### config.mk
export PLATFORM = sky130hd
export DESIGN_NAME = muldiv_unit
export DESIGN_NICKNAME = d
export VERILOG_FILES = /design/src/rtl/muldiv_unit.sv
export SDC_FILE = /design/constraint.sdc
export NUM_CORES = 1
export LEC_CHECK = 0
export CAP_MARGIN = 5
export CORE_MARGIN = 3
export CORE_UTILIZATION = 45
export DETAILED_ROUTE_END_ITERATION = 10
export REMOVE_ABC_BUFFERS = 1
export SETUP_SLACK_MARGIN = 0.4
export SLEW_MARGIN = 25
export SYNTH_ARGS = -nofsm -noshare
export SYNTH_HDL_FRONTEND = slang
export SYNTH_SLANG_ARGS = --single-unit
### constraint.sdc
create_clock -name clk -period 12.6 [get_ports clk]
set_clock_uncertainty 0.15 [all_clocks]
set_input_delay 2.52 -clock clk [delete_from_list [all_inputs] [get_ports clk]]
set_output_delay 2.52 -clock clk [all_outputs]
set_load 0.02 [all_outputs]
### src/rtl/muldiv_unit.sv
// Iterative RV32M multiply/divide unit: one shift-add or restoring-divide step per clock.
// Optional macro MULDIV_EARLY_OUT_EN lets special cases skip the iteration phase.
module muldiv_unit #(
    parameter int unsigned WIDTH = 32
) (
    input  logic             clk,
    input  logic             rst,
    input  logic             in_valid,
    output logic             in_ready,
    input  logic [2:0]       op,
    input  logic [WIDTH-1:0] src_a,
    input  logic [WIDTH-1:0] src_b,
    output logic             out_valid,
    input  logic             out_ready,
    output logic [WIDTH-1:0] result,
    output logic             zero,
    output logic             sign,
    output logic             div_by_zero
);

    localparam logic [1:0] ST_IDLE = 2'd0;
    localparam logic [1:0] ST_CALC = 2'd1;
    localparam logic [1:0] ST_DONE = 2'd2;

    localparam int unsigned CW = $clog2(WIDTH + 1);
    localparam logic [WIDTH-1:0] MOST_NEG = {1'b1, {(WIDTH-1){1'b0}}};

    logic [1:0]         state_q;
    logic [2:0]         op_q;
    logic [2*WIDTH-1:0] acc_q;
    logic [WIDTH-1:0]   opnd_q;
    logic [CW-1:0]      cnt_q;
    logic               sa_q;
    logic               sb_q;
    logic               special_q;
    logic [WIDTH-1:0]   special_val_q;
    logic               dbz_q;

    // Accept-stage decode
    logic             is_div;
    logic             a_signed;
    logic             b_signed;
    logic             sa;
    logic             sb;
    logic [WIDTH-1:0] mag_a;
    logic [WIDTH-1:0] mag_b;
    logic             dbz_in;
    logic             ovf_in;
    logic             mul_zero;
    logic             special_in;
    logic [WIDTH-1:0] special_val;

    always_comb begin
        is_div   = op[2];
        a_signed = (op == 3'b001) || (op == 3'b010) || (op == 3'b100) || (op == 3'b110);
        b_signed = (op == 3'b001) || (op == 3'b100) || (op == 3'b110);
        sa       = a_signed & src_a[WIDTH-1];
        sb       = b_signed & src_b[WIDTH-1];
        mag_a    = sa ? (~src_a + 1'b1) : src_a;
        mag_b    = sb ? (~src_b + 1'b1) : src_b;
        dbz_in   = is_div & (src_b == '0);
        // Only signed DIV/REM (op[0] == 0) can overflow.
        ovf_in   = is_div & ~op[0] & (src_a == MOST_NEG) & (&src_b);
        mul_zero = ~is_div & ((src_a == '0) | (src_b == '0));
        special_in  = dbz_in | ovf_in | mul_zero;
        special_val = '0;
        if (dbz_in) begin
            special_val = op[1] ? src_a : {WIDTH{1'b1}};
        end else if (ovf_in) begin
            special_val = op[1] ? '0 : MOST_NEG;
        end
    end

    // Iteration datapath; acc_q holds {hi, lo} for both multiply and divide.
    logic [WIDTH:0]       mul_sum;
    logic [2*WIDTH-1:0]   mul_next;
    logic [WIDTH:0]       div_shift;
    logic [WIDTH:0]       div_diff;
    logic [2*WIDTH-1:0]   div_next;
    logic [2*WIDTH-1:0]   acc_next;
    logic [2*WIDTH-1:0]   prod;
    logic [WIDTH-1:0]     quot;
    logic [WIDTH-1:0]     remv;
    logic [WIDTH-1:0]     calc_val;
    logic [WIDTH-1:0]     final_val;
    logic                 last;

    always_comb begin
        mul_sum   = {1'b0, acc_q[2*WIDTH-1:WIDTH]} + {1'b0, (acc_q[0] ? opnd_q : '0)};
        mul_next  = {mul_sum, acc_q[WIDTH-1:1]};
        div_shift = acc_q[2*WIDTH-1:WIDTH-1];
        div_diff  = div_shift - {1'b0, opnd_q};
        if (div_diff[WIDTH]) begin
            div_next = {div_shift[WIDTH-1:0], acc_q[WIDTH-2:0], 1'b0};
        end else begin
            div_next = {div_diff[WIDTH-1:0], acc_q[WIDTH-2:0], 1'b1};
        end
        acc_next = op_q[2] ? div_next : mul_next;

        prod = (sa_q ^ sb_q) ? (~acc_next + 1'b1) : acc_next;
        quot = (sa_q ^ sb_q) ? (~acc_next[WIDTH-1:0] + 1'b1) : acc_next[WIDTH-1:0];
        remv = sa_q ? (~acc_next[2*WIDTH-1:WIDTH] + 1'b1) : acc_next[2*WIDTH-1:WIDTH];

        if (op_q[2]) begin
            calc_val = op_q[1] ? remv : quot;
        end else begin
            calc_val = (op_q[1:0] == 2'b00) ? prod[WIDTH-1:0] : prod[2*WIDTH-1:WIDTH];
        end
        final_val = special_q ? special_val_q : calc_val;
        last      = (cnt_q == CW'(WIDTH - 1));
    end

    assign in_ready  = (state_q == ST_IDLE);
    assign out_valid = (state_q == ST_DONE);

    always_ff @(posedge clk) begin
        if (rst) begin
            state_q       <= ST_IDLE;
            op_q          <= '0;
            acc_q         <= '0;
            opnd_q        <= '0;
            cnt_q         <= '0;
            sa_q          <= 1'b0;
            sb_q          <= 1'b0;
            special_q     <= 1'b0;
            special_val_q <= '0;
            dbz_q         <= 1'b0;
            result        <= '0;
            zero          <= 1'b0;
            sign          <= 1'b0;
            div_by_zero   <= 1'b0;
        end else begin
            case (state_q)
                ST_IDLE: begin
                    if (in_valid) begin
                        op_q          <= op;
                        sa_q          <= sa;
                        sb_q          <= sb;
                        special_q     <= special_in;
                        special_val_q <= special_val;
                        dbz_q         <= dbz_in;
                        cnt_q         <= '0;
                        acc_q         <= {{WIDTH{1'b0}}, (is_div ? mag_a : mag_b)};
                        opnd_q        <= is_div ? mag_b : mag_a;
`ifdef MULDIV_EARLY_OUT_EN
                        if (special_in) begin
                            result      <= special_val;
                            zero        <= (special_val == '0);
                            sign        <= special_val[WIDTH-1];
                            div_by_zero <= dbz_in;
                            state_q     <= ST_DONE;
                        end else begin
                            state_q     <= ST_CALC;
                        end
`else
                        state_q       <= ST_CALC;
`endif
                    end
                end
                ST_CALC: begin
                    acc_q <= acc_next;
                    cnt_q <= cnt_q + 1'b1;
                    if (last) begin
                        result      <= final_val;
                        zero        <= (final_val == '0);
                        sign        <= final_val[WIDTH-1];
                        div_by_zero <= dbz_q;
                        state_q     <= ST_DONE;
                    end
                end
                ST_DONE: begin
                    if (out_ready) begin
                        state_q <= ST_IDLE;
                    end
                end
                default: state_q <= ST_IDLE;
            endcase
        end
    end

endmodule

==> reports/qor.yml, run 1 <==
status: "finished, final reports clean"
yosys_warnings: 0
cp-start-kind: "register"
power_leakage_uw: 0.00722
grt-ovfl-total: 0
rsz0062_at_grt: "no"
ys_types: 110
ir_worst_vdd_mv: 0.0849
hpwl_mm: 55.3
die_w_um: 204
yosysMostFrequentCell: "nand2_1"
maxSlewViolCount: 0
hold_start: "result[29]"
htreeDepth: 4
firstDrtPassIters: 6
r2r-end: "zero"
synth_area_per_cell_um2: 7.05
reg2reg_from: "opnd_q[29]"
antenna_cells: 0
synth_seq_cells: 177
required_ps: 12860
vias_per_cell: 6.38
routedWlPerCell_um: 24.0
syn_inst: 2503
initial_core_util_pct: 46.3
cts_hold_buffers: 0
crit_type: "reg -> reg"
regArea_um2: 3550
synth-main-ff-cell: "dfxtp_1"
grt.total_usage_pct: 33.9
met2_usage_pct: 53.1
grt_pass1_vias: 17973
drv_cap: 0
max_freq_mhz: 138
grt_first_pass_wirelength_mm: 109
whs_endpoint: "result[29]"
hold_viol: 0
antenna_found_initial: 1
syn_area_um2: 17600
synth-async-reset-ratio_pct: 0
cts_sinks: 177
hold_path.class: "reg -> reg"
synth.top_cell.area_share_pct: 20.1
gp_congestion: 1.01
clock-root-buffer: "clkbuf_16"
dieArea_um2: 41600
synth_seq_area_share_pct: 20.1
clk-insertion-delay-late_ps: 470
worst-endpoint-arrival_ps: 7520
num-fill-cells: 3853
route.final.wire_length_mm: 72.5
period_share_pct: 57.6
core_um2: 38100
antenna_left: 0
place_area_um2: 19000
synth_area_leaders: "dfxtp_1 20%, a21oi_1 8.1%, nand2_1 6.9%"
via_count: 19272
worst_pin_slew_ps: 1010
cp_max_fo: 7
drc_errors: 0
drtIter0Drc: 1977
cts_made_buffers: 17
fin_crit_ps: 7250
drive_above_1_share_pct: 6.37
power_density_nw_per_um2: 103
die_y_um: 204
relSlewSlack_pct: 32.8
rows: 71
grt_max_degree: 94
nets: 2640
top_usage_layer: "met2"
clkTransAtPathRegs_ps: 70
yosys.area.top_type: "dfxtp_1"
synthTopCellsByCount: "324 x nand2_1, 285 x a21oi_1, 247 x nor2_1"
r2r_slack_ps: 5350
min_delay_path_depth: 2
cts_resized: 0
r2r_cells: 23
cts_tree: "yes"
syn_to_final_growth_pct: 11.1
use_met1_pct: 48.0
synth_edf_count: 0
multi_input_area_um2: 13200
use_met3_pct: 4.24
port_buffers: 107
setup_viol: 0
tns_ps: 0
io-pin-count: 108
finish.instance_area_um2: 19600
postCtsSetupBuffers: 0
cts_buffer_depth: 2
worstSetupEndpointType: "register"
==> logic make-up (layout without fill, tap and decap cells) <==
kind of cell               Yosys count  after routing  share of synthesized area (%)
and+or+nand+nor                    979            979                           27.1
AOI/OAI and AO/OA                  804            804                           29.7
buffers and inverters              233            240                           5.36
DFF                                177            177                           20.1
xor gates and xnor gates           153            153                           7.60
muxes                               85             85                           5.02
adders and majority gates           72             72                           5.19
==> sequential cells by signal, indices dropped and copies added (netlist names) <==
signal and cells:
acc_q 64, cnt_q 6, dbz_q 1, div_by_zero 1, op_q 3, opnd_q 32
result 32, sa_q 1, sb_q 1, special_q 1, special_val_q 32, state_q 2
zero 1
==> worst max-delay path by stage <==
stage	startpoint	endpoint	slack, ps	cells after the start
final	opnd_q[29]	zero	5350	23
after global routing	opnd_q[29]	zero	5020	23
after CTS	opnd_q[29]	zero	5430	23
after detailed placement	opnd_q[29]	zero	5450	23
after global placement	opnd_q[29]	zero	5640	23
after floorplan	op_q[2]	zero	4930	15
==> cell type report <==
type                    count  area share [%]
flip-flops and latches    177            18.1
well taps                 511            3.26
clock inverters            14           0.900
clock buffers              18            2.24
repair buffers            141            6.81
inverters                  67            1.28
multi-input cells        2093            67.4
==> critical path, stage by stage, from the launching register on <==
cell	delay, ps
dfxtp_1	350
inv_1	50
ha_1	370
nand4_1	190
nor4_2	610
a22oi_1	260
a21oi_2	320
a211oi_4	100
a21oi_1	240
ha_1	260
o2111ai_1	160
or3_1	500
nor2_1	520
and2_1	380
a21oi_1	130
xnor2_1	160
a221oi_1	100
a221oi_1	410
nand4bb_1	150
or4b_2	660
nor4_1	500
nand4b_1	280
nor4_2	190
a31o_1	160
==> stage by stage <==
step / hold WS (ps) / cells / power, uW / worst slack [ps] / util [%]
global route: 322 / 3021 / 2100 / 5020 / 51.4
detailed placement: 297 / 2989 / 1420 / 5450 / 49.8
CTS: 307 / 3021 / 2000 / 5430 / 51.4
finish: 306 / 3021 / 2010 / 5350 / 51.4
global placement: 291 / 2989 / 1410 / 5640 / 49.8
floorplan: 271 / 2337 / 1140 / 4930 / -
==> per-layer routing <==
metal	vias up	part of all wire [%]	wire (um)
li1	9168	-	-
met1	9186	45	32900
met2	800	44	31900
met3	116	7.0	5070
met4	2	3.5	2550
met5	-	0.019	14
==> where the power goes <==
part           internal [uW]  switching, uW  leakage, uW
clock network            321            264     0.000303
registers                581           28.5      0.00144
logic                    279            540      0.00548
==> placed cells by master, fill, tap and decap left out, drive strengths merged, types with 57 or more instances in the layout <==
cell type	instances
nand3	64
dfxtp	177
inv	71
xnor2	84
nand2	325
o21ai	140
nor2	248
a21oi	286
ha	70
nor3	67
mux2i	60
o211ai	57
clkdlybuf4s50	105
xor2	69
No activity file was read; power rests on OpenSTA's default activity.
==> run 2, diff against run 1 <==
- PLACE_DENSITY: default -> 0.66
- clock period: 12.6 -> 5.9 ns (I/O delays scaled with it)
==> reports/qor.yml, run 2 (synthesized netlist as in run 1, its figures left out) <==
dieArea_um2: 41600  # unchanged
relSlewSlack_pct: 28.4  # -4.4 points
drive_above_1_share_pct: 15.0  # +8.6 points
rows: 71  # unchanged
place_area_um2: 20100  # +5.8%
setup_viol: 0  # unchanged
cts_hold_buffers: 0  # unchanged
io-pin-count: 108  # unchanged
clkTransAtPathRegs_ps: 80  # about the same
drv_cap: 0  # unchanged
required_ps: 6170  # -6690 ps
grt-ovfl-total: 0  # unchanged
die_w_um: 204  # unchanged
routedWlPerCell_um: 23.8  # -0.81%
hpwl_mm: 59.1  # +6.8%
core_um2: 38100  # unchanged
initial_core_util_pct: 46.3  # unchanged
status: "finished, final reports clean"
setup_slack_ps: 320  # -5030 ps
drtIter0Drc: 2248  # +14%
cts_tree: "yes"
grt_pass1_vias: 18972  # +5.6%
clk-insertion-delay-late_ps: 470  # about the same
hold_path.class: "reg -> reg"
preCtsSetupSlack_ps: 30.2  # -5420 ps
port_buffers: 107  # unchanged
crit_type: "reg -> reg"
largest_register_ffs: 64  # unchanged
firstDrtPassIters: 6  # unchanged
antenna_left: 0  # unchanged
grt_first_pass_wirelength_mm: 114  # +4.1%
final_common_cell: "nand2_1"
cp-start-kind: "register"
via_count: 20353  # +5.6%
gp_congestion: 1.01  # about the same
hold_ws_ps: 306  # +0.204 ps
mostFrequentLayoutCells: "321 x nand2_1, 277 x a21oi_1, 244 x nor2_1, 201 x buf_4, 168 x dfxtp_1"
worst_pin_slew_ps: 1070  # +59.6 ps
r2r_cells: 25  # +8.7%
worst-endpoint-arrival_ps: 5850  # -1670 ps
ir_worst_vdd_mv: 0.147  # +74%
vias_per_cell: 6.37  # -0.14%
num-fill-cells: 3739  # -3.0%
rsz0062_at_grt: "yes"
drc_errors: 0  # unchanged
cts_made_buffers: 17  # unchanged
grt_max_degree: 89  # -5.3%
cp_max_fo: 6  # -1
power_uw: 4640  # +130%
worstSetupEndpointType: "register"
fin_crit_ps: 5580  # -1670 ps
cts_buffer_depth: 2  # unchanged
die_y_um: 204  # unchanged
regArea_um2: 3560  # +0.28%
min_delay_path_depth: 2  # unchanged
route.final.wire_length_mm: 76.0  # +4.9%
nets: 2814  # +6.6%
period_share_pct: 94.6  # +37 points
tns_ps: 0  # unchanged
grt.total_usage_pct: 35.4  # +1.5 points
top_register: "acc_q"
multi_input_area_um2: 13600  # +3.3%
power_density_nw_per_um2: 217  # +110%
cts_sinks: 177  # unchanged
power_leakage_uw: 0.00814  # +13%
max_freq_mhz: 179  # +30%
syn_to_final_growth_pct: 21.2
htreeDepth: 4  # unchanged
hold_viol: 0  # unchanged
antenna_cells: 0  # unchanged
maxSlewViolCount: 0  # unchanged
clock-root-buffer: "clkbuf_16"
finish.instance_area_um2: 21400  # +9.1%
antenna_found_initial: 0  # -1
run 2: final cells by class:
cell class	instances	share of cell area, %
Clock inverter	14	0.766
Clock buffer	18	2.11
Sequential cell	177	16.6
Inverter	67	1.18
Multi-Input combinational cell	2093	63.8
Tap cell	511	2.99
Timing Repair Buffer	315	12.5
run 2: per-layer routing:
layer | GRT usage [%] | vias to the layer above | share of wire (%)
met5 | 0 | - | 0
met4 | 12.9 | 0 | 3.7
met3 | 4.59 | 144 | 8.2
met2 | 57.3 | 953 | 45
met1 | 48.4 | 9750 | 43
li1 | - | 9506 | -
run 2: worst paths after layout:
path                to  startpoint  slack [ps]
min          result[0]   result[0]         310
max               zero   acc_q[31]         320
min reg2reg  result[0]   result[0]         310
max reg2reg       zero   acc_q[31]         320
run 2: timing repair:
item / in CTS / in global routing
gates resized for setup: 57 / 50
setup endpoints to repair: 4 / 12
buffers inserted: 15 / 10
pin swaps: 35 / 21
run 2: report_power, final:
group | switching (uW) | internal [uW] | leakage [uW]
clock network | 602 | 629 | 0.000294
logic | 1280 | 829 | 0.00641
registers | 57.8 | 1240 | 0.00144
total | 1940 | 2700 | 0.00814
run 2: metrics by stage:
stage               instances  utilization, %
CTS                      3185            55.3
detailed placement       3138            52.7
finish                   3195            56.1
global placement         3138            52.7
global route             3195            56.1
floorplan                2337               -
run 2: worst max-delay path, cell delays in order (launching register included):
cell and delay (ps):
dfxtp_2 340, inv_2 50, ha_4 150, inv_2 50, fa_2 210, a211oi_2 80, o21a_2 240, a2111o_1 480
a21boi_4 190, a211oi_4 60, buf_6 150, a21oi_4 190, ha_4 180, o2111ai_4 100, or3_4 440, buf_6 150
nor3_4 160, or4b_4 490, or4_4 560, buf_6 140, o21ai_2 110, xnor2_1 80, o22ai_1 220, o211ai_1 150
nor4_2 250, a31o_1 160
==> run 3, diff against run 2 <==
==> constraint.sdc (replaced) <==
create_clock -name clk -period 5.9 [get_ports clk]
set_clock_uncertainty 0.15 [all_clocks]
set_input_delay 0.59 -clock clk [delete_from_list [all_inputs] [get_ports clk]]
set_output_delay 0.59 -clock clk [all_outputs]
set_load 0.02 [all_outputs]
==> reports/qor.yml, run 3 (synthesized netlist as in run 1, its figures left out) <==
status: "finished, final reports clean"
routedWlPerCell_um: 23.6  # -0.67%
drive_above_1_share_pct: 14.2  # -0.84 points
dieArea_um2: 41600  # unchanged
clock-root-buffer: "clkbuf_16"
finalNonFillerCells: 3184  # -0.34%
worstSetupEndpointType: "register"
maxSlewViolCount: 0  # unchanged
largest_register_ffs: 64  # unchanged
cts_made_buffers: 17  # unchanged
reg2reg_from: "opnd_q[14]"
grt_first_pass_wirelength_mm: 114  # about the same
top_register: "acc_q"
core_um2: 38100  # unchanged
required_ps: 6160  # about the same
drc_errors: 0  # unchanged
worst-endpoint-arrival_ps: 5800  # -50 ps
r2r_cells: 21  # -16%
cts_buffer_depth: 2  # unchanged
hpwl_mm: 58.2  # -1.5%
antenna_left: 0  # unchanged
drv_cap: 0  # unchanged
cp_max_fo: 9  # +3
finish.instance_area_um2: 21200  # -0.67%
antenna_cells: 0  # unchanged
max_freq_mhz: 180  # +0.66%
die_w_um: 204  # unchanged
critPathLaunch: "opnd_q[14]"
gp_congestion: 1.04  # +3.5%
die_y_um: 204  # unchanged
grt_max_degree: 88  # -1.1%
period_share_pct: 93.9  # -0.62 points
clk-insertion-delay-late_ps: 460  # about the same
drtIter0Drc: 2299  # +2.3%
preCtsSetupSlack_ps: -14.7  # -45.0 ps
relSlewSlack_pct: 28.4  # +0.037 points
grt-ovfl-total: 0  # unchanged
cts_sinks: 177  # unchanged
firstDrtPassIters: 6  # unchanged
antenna_found_initial: 1  # +1
port_buffers: 107  # unchanged
mostFrequentLayoutCells: "322 x nand2_1, 278 x a21oi_1, 245 x nor2_1, 193 x buf_4, 173 x dfxtp_1"
io-pin-count: 108  # unchanged
place_area_um2: 20100  # about the same
rows: 71  # unchanged
min_delay_path_depth: 2  # unchanged
rsz0062_at_grt: "yes"
hold_path.class: "reg -> reg"
hold_start: "result[22]"
htreeDepth: 4  # unchanged
setup_slack_ps: 357  # +36.7 ps
power_leakage_uw: 0.00807  # -0.91%
syn_to_final_growth_pct: 20.4
via_count: 20201  # -0.75%
vias_per_cell: 6.34  # -0.40%
setup_viol: 0  # unchanged
route.final.wire_length_mm: 75.2  # -1.0%
grt.total_usage_pct: 35.1  # -0.25 points
cp-start-kind: "register"
worst_pin_slew_ps: 1070  # -0.547 ps
clkTransAtPathRegs_ps: 80  # about the same
nets: 2803  # -0.39%
initial_core_util_pct: 46.3  # unchanged
fin_crit_ps: 5540  # -36.7 ps
power_uw: 4660  # +0.45%
final_common_cell: "nand2_1"
ir_worst_vdd_mv: 0.209  # +42%
dp_cells: 3135  # -0.096%
power_density_nw_per_um2: 219  # +1.1%
crit_type: "reg -> reg"
cts_tree: "yes"
final_util_pct: 55.7  # -0.37 points
grt_pass1_vias: 18720  # -1.3%
hold_viol: 0  # unchanged
[run 3: timing repair]
item                       4_1_cts  5_1_grt
buffers inserted                 9        8
setup endpoints to repair        5       11
hold buffers                     0        0
pin swaps                       24       28
gates resized for setup         37       41
gates cloned                     0        0
[run 3: cell type report]
type	count	area [um^2]
well taps	511	639
flip-flops and latches	177	3550
fillers	3725	16900
inverters	67	251
repair buffers	304	2580
clock inverters	15	211
clock buffers	17	425
multi-input cells	2093	13600
[run 3: path summary, 6_finish.rpt]
path                              endpoint  slack (ps)
worst max-delay path                  zero         360
worst min-delay path            result[22]         310
worst max register to register        zero         360
worst min register to register  result[22]         310
[run 3: critical path, stage by stage, from the launching register on]
cell      delay, ps
dfxtp_1         430
inv_1            70
ha_2            440
nand4_1         200
a2111o_1        450
buf_4           170
a21boi_4        150
o211ai_2        140
a311oi_2        390
ha_2            280
nand2_1         120
nor3_4          190
o21bai_4        130
buf_4           170
or2_1           250
or3_1           430
o31a_1          330
a221o_1         310
a21oi_2         160
o211ai_1        120
nor4_2          260
a31o_1          160
[run 3: report_power, final]
part,internal [uW],leakage (uW),switching [uW]
Combinational,808,0.00632,1270
Clock,656,0.000310,624
Sequential,1240,0.00144,60.6
[run 3: routing by layer]
metal  share of wire [%]  GRT usage (%)  vias up
met4                 3.5           11.6        0
li1                    -              -     9486
met5                   0              0        -
met3                 7.9           4.94      146
met2                  45           56.3      940
met1                  44           48.7     9629
[run 3: metrics by stage]
stage | TNS [ps] | hold WS, ps
2_1_floorplan | -29200 | 271
3_3_place_gp | 0 | 292
3_5_place_dp | -14.7 | 299
4_1_cts | 0 | 303
5_1_grt | 0 | 327
6_report | 0 | 307
